### src/rtl/video_pkg.sv
// Shared definitions for the video timing generator.
//
// Contents:
//   DEF_*          default horizontal/vertical timing and grid pitch
//                  (800x480 panel timing, 16-pixel grid)
//   video_mode_e   output pattern selector
//   bar_colour()   colour of each of the eight vertical colour bars
package video_pkg;

  localparam int DEF_HDISP  = 800;
  localparam int DEF_VDISP  = 480;
  localparam int DEF_HFP    = 40;
  localparam int DEF_HPULSE = 48;
  localparam int DEF_HBP    = 40;
  localparam int DEF_VFP    = 12;
  localparam int DEF_VPULSE = 3;
  localparam int DEF_VBP    = 40;
  localparam int DEF_GRID   = 16;

  typedef enum logic [1:0] {
    MODE_BLACK  = 2'd0,
    MODE_GRID   = 2'd1,
    MODE_BARS   = 2'd2,
    MODE_STREAM = 2'd3
  } video_mode_e;

  // Classic bar order, left to right.
  function automatic logic [23:0] bar_colour(input logic [2:0] idx);
    logic [23:0] c;
    case (idx)
      3'd0:    c = 24'hFFFFFF; // white
      3'd1:    c = 24'hFFFF00; // yellow
      3'd2:    c = 24'h00FFFF; // cyan
      3'd3:    c = 24'h00FF00; // green
      3'd4:    c = 24'hFF00FF; // magenta
      3'd5:    c = 24'hFF0000; // red
      3'd6:    c = 24'h0000FF; // blue
      default: c = 24'h000000; // black
    endcase
    return c;
  endfunction

endpackage

### src/rtl/video_pattern.sv
// Combinational test-pattern colour generator.
//
// Ports:
//   x     in  XW  active-area column
//   y     in  YW  active-area row
//   mode  in  2   pattern select (video_mode_e encoding)
//   rgb   out 24  colour for (x, y); black for MODE_BLACK and MODE_STREAM
//                 (streamed pixels are handled by the timing generator)
module video_pattern
  import video_pkg::*;
#(
  parameter int HDISP = DEF_HDISP,
  parameter int GRID  = DEF_GRID,
  parameter int XW    = $clog2(DEF_HDISP),
  parameter int YW    = $clog2(DEF_VDISP)
) (
  input  logic [XW-1:0] x,
  input  logic [YW-1:0] y,
  input  logic [1:0]    mode,
  output logic [23:0]   rgb
);

  // Bars are HDISP/8 wide; any remainder columns on the right stay black.
  localparam int BAR_W = (HDISP >= 8) ? HDISP / 8 : 1;

  int   bar_idx;
  logic on_grid;

  always_comb begin
    bar_idx = int'(x) / BAR_W;
    if (bar_idx > 7) bar_idx = 7;
    // GRID is a power of two, so the modulo reduces to a low-bit test.
    on_grid = ((int'(x) % GRID) == 0) || ((int'(y) % GRID) == 0);
    rgb     = 24'h000000;
    case (mode)
      MODE_GRID: rgb = on_grid ? 24'hFFFFFF : 24'h000000;
      MODE_BARS: rgb = bar_colour(3'(bar_idx));
      default:   rgb = 24'h000000;
    endcase
  end

endmodule

### src/rtl/video_timing_gen.sv
// Raster timing generator with built-in test patterns and a streamed-pixel
// input.
//
// Each line/frame is laid out as front porch, sync, back porch, active.
// All video outputs are registered one cycle behind the h/v counters.
//
// Ports:
//   pixel_clk      in  1   pixel clock
//   pixel_rst_n    in  1   asynchronous active-low reset
//   enable         in  1   run timing; when low counters sit at (0,0)
//   mode           in  2   0 black / 1 grid / 2 colour bars / 3 stream,
//                          sampled only when counters are at (0,0)
//   pix_data       in  24  streamed RGB pixel
//   pix_valid      in  1   source has a pixel available
//   pix_ready      out 1   generator consumes a pixel this cycle
//   clr_underflow  in  1   clears the underflow flag
//   underflow      out 1   sticky: a pixel was needed but pix_valid was low
//   HS, VS         out 1   active-low syncs
//   BLANK          out 1   1 = active video
//   RGB            out 24  pixel colour, 0 outside the active area
//   frame_start    out 1   one-cycle pulse for counter position (0,0)
//   x, y           out     active-area coordinates, 0 outside active area
module video_timing_gen
  import video_pkg::*;
#(
  parameter int HDISP  = DEF_HDISP,
  parameter int VDISP  = DEF_VDISP,
  parameter int HFP    = DEF_HFP,
  parameter int HPULSE = DEF_HPULSE,
  parameter int HBP    = DEF_HBP,
  parameter int VFP    = DEF_VFP,
  parameter int VPULSE = DEF_VPULSE,
  parameter int VBP    = DEF_VBP,
  parameter int GRID   = DEF_GRID
) (
  input  logic                     pixel_clk,
  input  logic                     pixel_rst_n,
  input  logic                     enable,
  input  logic [1:0]               mode,
  input  logic [23:0]              pix_data,
  input  logic                     pix_valid,
  output logic                     pix_ready,
  input  logic                     clr_underflow,
  output logic                     underflow,
  output logic                     HS,
  output logic                     VS,
  output logic                     BLANK,
  output logic [23:0]              RGB,
  output logic                     frame_start,
  output logic [$clog2(HDISP)-1:0] x,
  output logic [$clog2(VDISP)-1:0] y
);

  localparam int HSUP  = HFP + HPULSE + HBP;
  localparam int VSUP  = VFP + VPULSE + VBP;
  localparam int HSIZE = HSUP + HDISP;
  localparam int VSIZE = VSUP + VDISP;
  localparam int HW    = $clog2(HSIZE);
  localparam int VW    = $clog2(VSIZE);
  localparam int XW    = $clog2(HDISP);
  localparam int YW    = $clog2(VDISP);

  localparam logic [HW-1:0] H_LAST   = HW'(HSIZE - 1);
  localparam logic [VW-1:0] V_LAST   = VW'(VSIZE - 1);
  localparam logic [HW-1:0] H_ACT    = HW'(HSUP);
  localparam logic [VW-1:0] V_ACT    = VW'(VSUP);
  localparam logic [HW-1:0] HS_BEG   = HW'(HFP);
  localparam logic [HW-1:0] HS_END   = HW'(HFP + HPULSE - 1);
  localparam logic [VW-1:0] VS_BEG   = VW'(VFP);
  localparam logic [VW-1:0] VS_END   = VW'(VFP + VPULSE - 1);

  logic [HW-1:0] h_q, h_d;
  logic [VW-1:0] v_q, v_d;
  logic [1:0]    mode_q, mode_d;
  logic          underflow_q, underflow_d;
  logic          hs_q, hs_d, vs_q, vs_d, blank_q, blank_d, fs_q, fs_d;
  logic [23:0]   rgb_q, rgb_d;
  logic [XW-1:0] x_q, x_d;
  logic [YW-1:0] y_q, y_d;

  logic          origin;
  logic          active;
  logic [XW-1:0] x_c;
  logic [YW-1:0] y_c;
  logic [23:0]   pat_rgb;

  // Counters
  always_comb begin
    h_d = h_q;
    v_d = v_q;
    if (!enable) begin
      h_d = '0;
      v_d = '0;
    end else if (h_q == H_LAST) begin
      h_d = '0;
      v_d = (v_q == V_LAST) ? '0 : v_q + 1'b1;
    end else begin
      h_d = h_q + 1'b1;
    end
  end

  assign origin = (h_q == '0) && (v_q == '0);
  assign active = enable && (h_q >= H_ACT) && (v_q >= V_ACT);
  assign x_c    = active ? XW'(h_q - H_ACT) : '0;
  assign y_c    = active ? YW'(v_q - V_ACT) : '0;

  video_pattern #(
    .HDISP (HDISP),
    .GRID  (GRID),
    .XW    (XW),
    .YW    (YW)
  ) u_pattern (
    .x    (x_c),
    .y    (y_c),
    .mode (mode_q),
    .rgb  (pat_rgb)
  );

  // Stream handshake: pix_ready is a pure function of counter position,
  // enable and the latched mode, never of pix_valid. A pixel transfers on
  // any cycle with pix_ready & pix_valid. The display cannot stall, so
  // pix_ready & !pix_valid shows black and records an underflow instead.
  assign pix_ready = active && (mode_q == MODE_STREAM);

  always_comb begin
    // Mode is only sampled at the frame origin so a frame never mixes modes.
    mode_d      = origin ? mode : mode_q;

    underflow_d = clr_underflow ? 1'b0 : underflow_q;
    if (pix_ready && !pix_valid) underflow_d = 1'b1;

    hs_d    = !(enable && (h_q >= HS_BEG) && (h_q <= HS_END));
    vs_d    = !(enable && (v_q >= VS_BEG) && (v_q <= VS_END));
    blank_d = active;
    fs_d    = enable && origin;
    x_d     = x_c;
    y_d     = y_c;

    rgb_d = 24'h000000;
    if (active) begin
      if (mode_q == MODE_STREAM) rgb_d = pix_valid ? pix_data : 24'h000000;
      else                       rgb_d = pat_rgb;
    end
  end

  always_ff @(posedge pixel_clk or negedge pixel_rst_n) begin
    if (!pixel_rst_n) begin
      h_q         <= '0;
      v_q         <= '0;
      mode_q      <= MODE_BLACK;
      underflow_q <= 1'b0;
      hs_q        <= 1'b1;
      vs_q        <= 1'b1;
      blank_q     <= 1'b0;
      fs_q        <= 1'b0;
      rgb_q       <= 24'h000000;
      x_q         <= '0;
      y_q         <= '0;
    end else begin
      h_q         <= h_d;
      v_q         <= v_d;
      mode_q      <= mode_d;
      underflow_q <= underflow_d;
      hs_q        <= hs_d;
      vs_q        <= vs_d;
      blank_q     <= blank_d;
      fs_q        <= fs_d;
      rgb_q       <= rgb_d;
      x_q         <= x_d;
      y_q         <= y_d;
    end
  end

  assign underflow   = underflow_q;
  assign HS          = hs_q;
  assign VS          = vs_q;
  assign BLANK       = blank_q;
  assign RGB         = rgb_q;
  assign frame_start = fs_q;
  assign x           = x_q;
  assign y           = y_q;

endmodule

### config.mk
export PLATFORM = sky130hd
export DESIGN_NAME = video_timing_gen
export DESIGN_NICKNAME = d
export VERILOG_FILES = /design/src/rtl/video_pkg.sv /design/src/rtl/video_pattern.sv /design/src/rtl/video_timing_gen.sv
export SDC_FILE = /design/constraint.sdc
export NUM_CORES = 1
export LEC_CHECK = 0
export ABC_AREA = 1
export CORE_AREA = 3 3 90 92
export CTS_CLUSTER_SIZE = 20
export DETAILED_ROUTE_END_ITERATION = 16
export DIE_AREA = 0 0 93 95
export PLACE_DENSITY = 0.85
export SETUP_SLACK_MARGIN = 0.3
export SLEW_MARGIN = 40
export SYNTH_ARGS = -nofsm -noshare
export SYNTH_HDL_FRONTEND = slang
export SYNTH_SLANG_ARGS = --single-unit
### constraint.sdc
create_clock -name pixel_clk -period 4.25 [get_ports pixel_clk]
set_input_delay 1.275 -clock pixel_clk [delete_from_list [all_inputs] [get_ports pixel_clk]]
set_output_delay 1.275 -clock pixel_clk [all_outputs]
set_load 0.02 [all_outputs]
# Word-level counts from Yosys, hierarchy flattened
# Cells that the tools add are included.
# classes
eq_ne	12
n_addsub	4
muxes	16
order_cmp	7
reduce_logical	20
div_mod_pow	1
# ops
cell	n
one-hot mux 24 bit (7 select lines)	1
two-way mux 24 bit	4
zero test 32 bit	2
two-way mux 10 bit	6
one-hot mux 24 bit (2 select lines)	1
divider 11 x 8 -> 32 bit, second input constant	1
> comparator 32 x 4 -> 1 bit, second input constant	1
adder 10 x 1 -> 10 bit, second input constant	2
equality test 10 bit, second input constant	2
greater-or-equal comparator 10 x 6 -> 1 bit, second input constant	2
zero test 10 bit	2
greater-or-equal comparator 10 x 4 -> 1 bit, second input constant	1
greater-or-equal comparator 10 x 8 -> 1 bit, second input constant	1
less-or-equal comparator 10 x 4 -> 1 bit, second input constant	1
less-or-equal comparator 10 x 7 -> 1 bit, second input constant	1
logical AND 1 bit	10
subtractor 10 x 8 -> 10 bit, second input constant	1
equality test 3 bit, second input constant	3
two-way mux 9 bit	1
subtractor 9 x 6 -> 9 bit, second input constant	1
equality test 3 x 2 -> 1 bit, second input constant	2
equality test 2 bit, second input constant	2
equality test 3 x 1 -> 1 bit, second input constant	1
zero test 1 bit	3
7 further kinds	8
# word_totals
word_cells	71
input_bits	31
output_inout_bits	49
regBits	70

# Logic depth before layout (Yosys ltp)
# Gate-level depths: netlist of run 1.
# logic_depth
depth_word	12
mapped_depth	30

# By module
# From an unflattened synthesis of run 1, not the netlist that was laid out.
# hier_totals
hier_cells	509
area_unflattened_um2	4165.2
# by_module_without_submodules
module	area_per_inst_um2	cells_each	instances
video_timing_gen	3418.3	379	1
video_pattern	747.0	130	1

# Worst setup path after synthesis of run 1
# Ideal clock, no wire load.
# synth_timing
kind	input to register
startpoint	input port enable
endpoint	register rgb_q[0], in the netlist RGB[0]
slack_ns	0.579
setup_ns	0.139
arrival_ns	3.532
path_buffers	0
stages	21
cell_sequence	inv_1 > a21oi_4 > nand2_4 > nor2_2 > nor2_1 > nor2_1 > ha_1 > o21ai_2 > nand3_4 > nand3_1 > nand2_1 > nor2_2 > nand3_2 > nand2_1 > nand2_1 > nor2_1 > nand2_1 > nand3_1 > nand2_2 > nand2_4 > a21oi_2
# synth_via
elab_chain_len	11
word_cells_on_any_way	22
classes_between	1 x div; 1 x order compare; 6 x eq/ne; 8 x mux; 6 x reduce/logical
# synth_lines
element	line	text
start: declaration	video_timing_gen.sv:38	input logic enable,
logical AND 1 bit * (2 in a row)	video_timing_gen.sv:103	assign active = enable && (h_q >= H_ACT) && (v_q >= V_ACT);
two-way mux 10 bit	video_timing_gen.sv:104	assign x_c = active ? XW'(h_q - H_ACT) : '0;
divider 11 x 8 -> 32 bit	video_pattern.sv:30	bar_idx = int'(x) / BAR_W;
> comparator 32 x 4 -> 1 bit	video_pattern.sv:31	if (bar_idx > 7) bar_idx = 7;
two-way mux 3 bit	video_pattern.sv:31	
equality test 3 bit, or another cell as far along	video_pkg.sv:30	case (idx)
one-hot mux 24 bit (7 select lines)	video_pkg.sv:30	
one-hot mux 24 bit (2 select lines)	video_pattern.sv:35	case (mode)
two-way mux 24 bit	video_timing_gen.sv:141	if (mode_q == MODE_STREAM) rgb_d = pix_valid ? pix_data : 24'h000000;
two-way mux 24 bit *	video_timing_gen.sv:140	if (active) begin
via rgb_d[0]	video_timing_gen.sv:77	logic [23:0] rgb_q, rgb_d;
end signal: assignment	video_timing_gen.sv:168	rgb_q <= rgb_d;
end: declaration	video_timing_gen.sv:77	
# Mark *: on every way through the listed nets, which the timed path passes. The rest lies on a longest branch.
# A chain may end at the register's enable or synchronous reset.

# Final worst setup path of run 1
# layout_timing
startpoint	input port enable
endpoint	register rgb_q[3], in the netlist RGB[3]
# layout_via
elab_chain_len	11
word_cells_on_any_way	22
classes_between	1 x div; 1 x order compare; 6 x eq/ne; 8 x mux; 6 x reduce/logical
# layout_lines
element	line	text
logical AND 1 bit * (2 in a row)	video_timing_gen.sv:103	
two-way mux 10 bit *	video_timing_gen.sv:104	
via u_pattern.x[5]	video_pattern.sv:17	input logic [XW-1:0] x,
divider 11 x 8 -> 32 bit *	video_pattern.sv:30	
> comparator 32 x 4 -> 1 bit	video_pattern.sv:31	
two-way mux 3 bit *	video_pattern.sv:31	
equality test 3 bit, or another cell as far along	video_pkg.sv:30	
one-hot mux 24 bit (7 select lines) *	video_pkg.sv:30	
one-hot mux 24 bit (2 select lines) *	video_pattern.sv:35	
two-way mux 24 bit *	video_timing_gen.sv:141	
two-way mux 24 bit *	video_timing_gen.sv:140	
via rgb_d[3]	video_timing_gen.sv:77	
# Marks and branches as above.

==> flow_summary.yaml, run 1 <==
run_status:
  outcome: "finished, final reports clean"
route:
  wl_per_cell_um: 15.4
  drt-initial-drc-count: 266
  first_pass_iters: 5
  dr_total_vias: 3458
  avgViaCountPerCell: 5.40
  ant_nets: 0
  route.detailed.drc: 0
  drt_wl_total_mm: 9.85
logic_synthesis:
  ys_warn_count: 0
  synth.most_common_cell: "nand2_1"
  synth-edff-count: 0
  ys.flop_type: "dfrtp_1"
  synthCells: 441
  yosysTopAreaCell: "dfrtp_1"
  avgSynthCellArea_um2: 8.46
  ys_types: 43
  synthTopCellsByCount: "79 x nand2_1, 70 x nor2_1, 68 x dfrtp_1"
  synthesis.nets: 484
  async_flop_share_pct: 100
  ys_top_cells_by_area: "dfrtp_1 46%, nand2_1 8.0%, nor2_1 7.0%"
  synth_top_cell_area_share_pct: 45.6
  synth-seq-cells: 70
  synth-seq-area-share_pct: 47.0
  netlist_area_mm2: 0.00373
clocking:
  path_clk_slew_ns: 0.07
  tritoncts: "done"
  cts.path.max_buffers: 2
  h-tree-depth: 3
  cts-root-buf: "clkbuf_8"
  cts_buffers: 9
  clock_sinks: 70
  clkLatencyLatePin_ns: 0.36
  cts_hold_buffers: 0
critical_path:
  crit_chain: "dlymetal6s2s_1 -> inv_2 -> a21oi_4 -> nand2_4 -> nor2_4 -> nor2_1 -> nor2_1 -> ha_1 -> o21ai_4 -> buf_6 -> nand4_1 -> nand2_2 -> buf_4 -> nand2_1 -> nand2_1 -> nand2_1 -> nand2_1 -> nand2_1 -> nor2_1 -> nand3_2 -> nand2_2 -> nand2_4 -> a21oi_2"
  cpMaxStageDelayCell: "ha_1"
  cp-start-kind: "input pin"
  critPathArrivalTime_ns: 3.95
  rr_worst_depth: 25
  crit_path_max_incr_delay_ns: 0.27
  cp_data_required_time_ns: 4.53
  critPathCaptureType: "register"
  critPathMaxFanout: 8
  path_class: "input pin to register"
  crit_top_cell: "nand2_1"
floorplanning:
  chipHeight_um: 95
  ioPinCount: 80
  row_count: 31
  die_x_um: 93
  die_area_mm2: 0.00884
  start_util_pct: 51.1
  core_area_mm2: 0.00729
final_layout:
  fin_cells: 640
  fin_area_mm2: 0.00500
  antennaDiodeCount: 0
  fin_nets: 579
  multiInputGateArea_mm2: 0.00180
  fill_cells: 558
  syn_to_final_growth_pct: 34.0
  drive_above_1_share_pct: 18.5
  seqCellArea_mm2: 0.00175
run:
  drv_cap: 0
sta:
  drv_slew: 0
  fin_tns_setup_ns: 0
  hold_slack_ns: 0.510
  finClkSkew_ns: 0.0117
  relSlewSlack_pct: 52.5
  max_freq_ghz: 0.272
  finalCriticalPeriod_ns: 3.67
  layout_setup_ws_ns: 0.578
  finalSetupViolCount: 0
  worst_pin_slew_ns: 0.712
  rsz0062_at_grt: "no"
  fin_crit_sh_pct: 86.4
  finalHoldViolCount: 0
hold_path:
  hold_depth: 1
  hold_path.class: "register to register"
power_and_ir_drop:
  power_leakage_uw: 0.00241
  power_density_mw_per_mm2: 270
  peakVddDrop_v: 0.000172
global_routing:
  grt_pass1_vias: 3227
  antenna_found_initial: 0
  grtUsageTotal_pct: 22.0
  grt_pass1_wl_mm: 15.2
  grt_overflow_total: 0
  grt_start_max_net_pins: 60
placed_design:
  io_buffers: 79
  gp_congestion: 0.965
  placed_area_mm2: 0.00467
  hpwl_mm: 7.02
  dp_slack_ns: -0.0275
  dp_cells: 619
[worst max-delay path, delay by kind of cell]
kind            cells  cell delay [ns]
buf+inv             4             0.43
fa+ha+maj           1             0.27
simple gates       15             1.43
compound gates      3             0.51
[where the power goes]
part,switching [uW],total (uW),internal (uW)
Clock,261,495,234
Combinational,111,174,62.9
Sequential,7.21,680,673
Total,380,1350,970
[flip-flops by register name, summed over array words and instances (netlist names)]
name,flops
h_q,10
HS,1
underflow,1
x,10
frame_start,1
BLANK,1
v_q,10
y,9
RGB,24
mode_q,2
VS,1
[kinds of logic after synthesis]
family | synth area share [%]
compound gates | 11.0
xor+xnor | 1.64
fa+ha+maj | 4.03
buf+inv | 7.35
flops | 47.0
mux | 0.604
simple gates | 28.3
[area by class of cell]
| type | count | share of cell area, % |
|---|---|---|
| clock buffers | 11 | 2.83 |
| flip-flops and latches | 70 | 35.1 |
| inverters | 55 | 4.31 |
| repair buffers | 96 | 18.4 |
| clock inverters | 5 | 0.851 |
| well taps | 99 | 2.48 |
| multi-input cells | 304 | 36.1 |
[routing by layer]
layer | track usage (%) | part of all wire (%) | vias up
li1 | - | - | 1623
met1 | 28.1 | 40 | 1599
met2 | 37.4 | 48 | 196
met3 | 4.94 | 8.4 | 40
met4 | 6.59 | 3.3 | 0
met5 | 0 | 0 | -
[metrics by stage]
| step | util (%) | total power, uW |
|---|---|---|
| after global placement | 64.0 | 860 |
| after CTS | 66.5 | 1360 |
| final | 68.5 | 1350 |
| after global routing | 68.5 | 1410 |
| after detailed placement | 64.0 | 864 |
| after floorplan | - | 794 |
[worst paths after layout]
check                           slack (ns)         from      to
worst max-delay path                  0.58       enable  RGB[3]
worst min-delay path                  0.51       h_q[0]  h_q[0]
worst max register to register        0.61       v_q[0]  RGB[3]
worst min register to register        0.51       h_q[0]  h_q[0]
max in group asynchronous             2.47  pixel_rst_n  h_q[9]
min in group asynchronous             0.79  pixel_rst_n   BLANK
[layout by cell type, fill, tap and decap left out, types with 3 or more instances in the layout]
cell type / netlist / final
inv_2: 9 / 10
a31oi_1: 3 / 3
o22ai_1: 3 / 3
o21ai_0: 10 / 10
nand3_1: 11 / 8
clkdlybuf4s50_1: 0 / 75
dfrtp_1: 68 / 68
clkbuf_8: 0 / 10
nand2_2: 10 / 10
ha_1: 12 / 12
nor2_1: 70 / 70
buf_4: 0 / 15
nand3_2: 3 / 4
a21oi_1: 26 / 26
nand2_1: 79 / 77
nor2_4: 3 / 6
nand4_4: 0 / 3
a21oi_2: 8 / 8
nor3_1: 13 / 13
xor2_1: 7 / 7
inv_1: 42 / 41
nand3_4: 1 / 3
nand4_1: 13 / 13
nand2_4: 4 / 6
[repair_timing]
| item | 4_1_cts | 5_1_grt |
|---|---|---|
| gates resized for setup | 1 | 22 |
| setup buffers | 0 | 5 |
| endpoints found under the setup margin | 1 | 17 |
| pin swaps | 0 | 13 |
Note: power is estimated with default switching activity, not from simulation.
==> run 2, diff against run 1 <==
Settings changed: SETUP_SLACK_MARGIN 0.3 to 0.5.
==> run 2 against run 1 <==
Against the previous run: register-to-register slack better by 0.10 ns; highest routed layer unchanged; largest cell class unchanged; flip-flop and latch count unchanged; clock-buffer cell count did not move; critical endpoint is now RGB[7]; sequential power is essentially flat.
==> flow_summary.yaml, run 2 (synthesis gave the netlist of run 1 again) <==
run_status:
  outcome: "finished, final reports clean"
placed_design:
  gp_congestion: 0.965
  io_buffers: 79
  hpwl_mm: 7.02
  placed_area_mm2: 0.00467
floorplanning:
  row_count: 31
  die_area_mm2: 0.00884
  start_util_pct: 51.1
  ioPinCount: 80
  core_area_mm2: 0.00729
  chipHeight_um: 95
  die_x_um: 93
power_and_ir_drop:
  peakVddDrop_v: 0.000168
  p_switching_uw: 374
  pwr-share-clk_pct: 36.5
  power_leakage_uw: 0.00244
  switching_share_pct: 27.8
  pwr-share-seq_pct: 50.6
  p_comb_share_pct: 12.9
  power_density_mw_per_mm2: 266
  power.internal_uw: 970
route:
  avgViaCountPerCell: 5.39
  ant_nets: 0
  drt_wl_total_mm: 10.0
  dr_total_vias: 3485
  route.detailed.drc: 0
  first_pass_iters: 7
  wl_per_cell_um: 15.5
  drt-initial-drc-count: 308
sta:
  rsz0062_at_grt: "no"
  finalCriticalPeriod_ns: 3.64
  finalSetupViolCount: 0
  worst_pin_slew_ns: 0.710
  finClkSkew_ns: 0.0104
  fin_crit_sh_pct: 85.6
  drv_slew: 0
  relSlewSlack_pct: 52.7
  finalHoldViolCount: 0
  fin_tns_setup_ns: 0
  max_freq_ghz: 0.275
global_routing:
  grt_overflow_total: 0
  grt_start_max_net_pins: 60
  antenna_found_initial: 0
  grt_pass1_vias: 3412
  grtUsageTotal_pct: 23.3
  grt_pass1_wl_mm: 16.1
run:
  drv_cap: 0
final_layout:
  fin_nets: 585
  drive_above_1_share_pct: 20.8
  largest_register_ffs: 24
  fin_area_mm2: 0.00505
  mostFrequentLayoutCell: "clkdlybuf4s50_1"
  final_cell_mix: "75 x clkdlybuf4s50_1, 73 x nand2_1, 68 x nor2_1"
  syn_to_final_growth_pct: 35.5
  antennaDiodeCount: 0
  fill_cells: 544
critical_path:
  critPathCaptureType: "register"
  startpoint: "enable"
  cp_data_required_time_ns: 4.52
  r2r-start: "v_q[0]"
  cp-start-kind: "input pin"
  critPathArrivalTime_ns: 3.91
  critPathMaxFanout: 8
  path_class: "input pin to register"
hold_path:
  hold_path.class: "register to register"
  holdCritStartpoint: "h_q[0]"
clocking:
  clkLatencyLatePin_ns: 0.35
  cts_hold_buffers: 0
  path_clk_slew_ns: 0.07
  tritoncts: "done"
  h-tree-depth: 3
  cts.path.max_buffers: 2
  cts-root-buf: "clkbuf_8"
  clock_sinks: 70
  cts_buffers: 9
==> run 2: worst max-delay path, stage by stage <==
cell,delay (ns)
clkbuf_2,0.09
inv_2,0.04
a21oi_4,0.14
nand2_4,0.11
nor2_4,0.13
nor2_1,0.06
nor2_1,0.12
ha_1,0.27
o21ai_4,0.25
nand3_4,0.16
nand2_4,0.13
buf_6,0.11
nand3_2,0.07
nor2_1,0.15
nand2_1,0.07
nand2_1,0.06
nand2_1,0.06
nand2_1,0.07
nor2_1,0.04
nand2_1,0.07
nand3_2,0.07
nand2_2,0.09
nand2_4,0.11
a21oi_2,0.15
==> run 2: layout make-up <==
class                           count  area, um2  area share [%]
Multi-Input combinational cell    304       1820            36.0
Timing Repair Buffer              102        960            19.0
Tap cell                           99        124            2.45
Inverter                           55        213            4.21
Clock inverter                      5       42.5           0.842
Clock buffer                       11        141            2.80
Sequential cell                    70       1760            34.7
==> run 2: stage by stage <==
step	worst slack [ns]	power [uW]	instances	hold slack [ns]	utilization, %
6_report	0.611	1340	646	0.498	69.3
5_1_grt	0.469	1410	646	0.530	69.3
4_1_cts	0.624	1360	643	0.504	68.5
3_5_place_dp	-0.0275	864	619	0.494	64.0
3_3_place_gp	0.0909	860	619	0.487	64.0
2_1_floorplan	0.579	794	441	0.455	-
==> run 2: what timing repair did <==
action | CTS | global route
cloned | 0 | 0
resized for setup | 21 | 13
pin swaps | 18 | 19
buffers inserted | 8 | 3
endpoints found under the setup margin | 17 | 16
==> run 2: per-layer routing <==
| metal | vias up | track usage (%) | wire (um) |
|---|---|---|---|
| li1 | 1631 | - | - |
| met1 | 1633 | 29.0 | 4010 |
| met2 | 196 | 40.3 | 4950 |
| met3 | 25 | 5.26 | 850 |
| met4 | 0 | 7.33 | 213 |
| met5 | - | 0 | 0 |
==> run 2: power groups by stage <==
| stage | logic (uW) | registers [uW] | clock network (uW) |
|---|---|---|---|
| final | 173 | 680 | 491 |
| after global routing | 198 | 682 | 530 |
| after CTS | 174 | 681 | 504 |
| after detailed placement | 171 | 693 | 0 |
| after global placement | 167 | 693 | 0 |
| after floorplan | 102 | 693 | 0 |
==> run 2: path summary, 6_finish.rpt <==
kind	slack, ns	endpoint	cells past startpoint
worst max-delay path	0.61	RGB[7]	24
worst min-delay path	0.50	h_q[0]	1
worst max register to register	0.71	RGB[7]	26
worst min register to register	0.50	h_q[0]	1
max in group asynchronous	2.44	v_q[0]	2
min in group asynchronous	0.80	BLANK	1
==> run 3, diff against run 2 <==
Settings changed: SLEW_MARGIN 40 to 20.
==> run 3 against run 2 <==
Against the previous run: critical path depth stayed put; critical path type unchanged; largest cell class unchanged; core utilization is 0.069 points higher; first-iteration DRC count stayed put; sequential share of layout area hardly changed.
==> flow_summary.yaml, run 3 (synthesis gave the netlist of run 1 again) <==
critical_path:
  path_class: "input pin to register"
  cp_data_required_time_ns: 4.52
  r2r-end: "RGB[7]"
  critPathMaxFanout: 8
  r2r_slack_ns: 0.71
  cp-endpoint: "RGB[7]"
  cp-start-kind: "input pin"
  startpoint: "enable"
  r2r-start: "v_q[0]"
  critPathArrivalTime_ns: 3.91
  rr_worst_depth: 26
  critPathCaptureType: "register"
route:
  wl_per_cell_um: 15.5
  ant_nets: 0
  dr_total_vias: 3485
  route.detailed.drc: 0
  drt_wl_total_mm: 10.0
  avgViaCountPerCell: 5.39
  first_pass_iters: 7
  drt-initial-drc-count: 308
final_layout:
  fin_cells: 646
  fin_area_mm2: 0.00506
  mostFrequentLayoutCell: "clkdlybuf4s50_1"
  drive_above_1_share_pct: 20.7
  final_cell_mix: "76 x clkdlybuf4s50_1, 73 x nand2_1, 68 x nor2_1"
  syn_to_final_growth_pct: 35.6
  fin_nets: 585
  largest_register_ffs: 24
  antennaDiodeCount: 0
power_and_ir_drop:
  p_switching_uw: 374
  p_comb_share_pct: 12.9
  power.internal_uw: 971
  power_leakage_uw: 0.00244
  pwr-share-seq_pct: 50.6
  switching_share_pct: 27.8
  pwr-share-clk_pct: 36.5
  power_density_mw_per_mm2: 266
  peakVddDrop_v: 0.000168
sta:
  relSlewSlack_pct: 44.5
  finClkSkew_ns: 0.0104
  rsz0062_at_grt: "no"
  worst_pin_slew_ns: 0.830
  fin_tns_setup_ns: 0
  max_freq_ghz: 0.275
  finalCriticalPeriod_ns: 3.64
  drv_slew: 0
  fin_crit_sh_pct: 85.6
  layout_setup_ws_ns: 0.611
  finalSetupViolCount: 0
  finalHoldViolCount: 0
global_routing:
  grt_overflow_total: 0
  met1_usage_pct: 29.0
  antenna_found_initial: 0
  use_met3_pct: 5.26
  grt_pass1_wl_mm: 16.1
  grt_use_met2_pct: 40.3
  grt_start_max_net_pins: 60
  grt_pass1_vias: 3412
  grtUsageTotal_pct: 23.3
  grt_busiest_layer: "met2"
run_status:
  outcome: "finished, final reports clean"
placed_design:
  hpwl_mm: 7.02
  placed_area_mm2: 0.00467
  gp_congestion: 0.965
  dp_cells: 619
  io_buffers: 79
  dp_slack_ns: -0.0275
floorplanning:
  die_x_um: 93
  ioPinCount: 80
  die_area_mm2: 0.00884
  chipHeight_um: 95
  row_count: 31
  core_area_mm2: 0.00729
  start_util_pct: 51.1
clocking:
  clock_sinks: 70
  cts_hold_buffers: 0
  cts.path.max_buffers: 2
  cts_buffers: 9
  clkLatencyLatePin_ns: 0.35
  cts-root-buf: "clkbuf_8"
  tritoncts: "done"
  path_clk_slew_ns: 0.07
  h-tree-depth: 3
hold_path:
  holdCritStartpoint: "h_q[0]"
  hold_path.class: "register to register"
run:
  drv_cap: 0
[run 3: layer usage]
metal,vias to the layer above,routed length (um)
met3,25,850
met1,1633,4010
met5,-,0
li1,1631,-
met2,196,4950
met4,0,213
[run 3: repair_timing]
| item | in CTS | in global routing |
|---|---|---|
| buffers inserted | 8 | 3 |
| endpoints found under the hold margin | 0 | 0 |
| resized for setup | 21 | 13 |
| endpoints found under the setup margin | 17 | 16 |
| gates cloned | 0 | 0 |
| pin swaps | 18 | 19 |
[run 3: power by group through the flow]
stage	Sequential [uW]	Combinational, uW	Clock [uW]
6_report	680	174	491
5_1_grt	682	198	530
4_1_cts	681	174	504
3_5_place_dp	693	171	0
3_3_place_gp	693	167	0
2_1_floorplan	693	102	0
[run 3: worst min-delay path by stage]
stage / end / slack [ns] / cells after the start
floorplan: h_q[0] / 0.45 / 1
global placement: h_q[0] / 0.49 / 1
detailed placement: h_q[0] / 0.49 / 1
CTS: h_q[0] / 0.50 / 1
global route: h_q[0] / 0.53 / 1
finish: h_q[0] / 0.50 / 1
[run 3: worst max-delay path: stages]
cell,delay (ns)
clkbuf_2,0.09
inv_2,0.04
a21oi_4,0.14
nand2_4,0.11
nor2_4,0.13
nor2_1,0.06
nor2_1,0.12
ha_1,0.27
o21ai_4,0.25
nand3_4,0.16
nand2_4,0.13
buf_6,0.11
nand3_2,0.07
nor2_1,0.15
nand2_1,0.07
nand2_1,0.06
nand2_1,0.06
nand2_1,0.07
nor2_1,0.04
nand2_1,0.07
nand3_2,0.07
nand2_2,0.09
nand2_4,0.11
a21oi_2,0.15
[run 3: through the flow]
stage / hold WS [ns] / power [uW] / util [%]
4_1_cts: 0.504 / 1360 / 68.5
6_report: 0.498 / 1350 / 69.4
2_1_floorplan: 0.455 / 794 / -
3_3_place_gp: 0.487 / 860 / 64.0
5_1_grt: 0.530 / 1410 / 69.4
3_5_place_dp: 0.494 / 864 / 64.0
[run 3: final cells by class]
type	count	area (um2)
fill	543	2230
sequential	70	1760
clock buffer	11	141
timing repair buffer	102	965
clock inverter	5	42.5
multi-input combinational	304	1820
tap	99	124
inverter	55	213
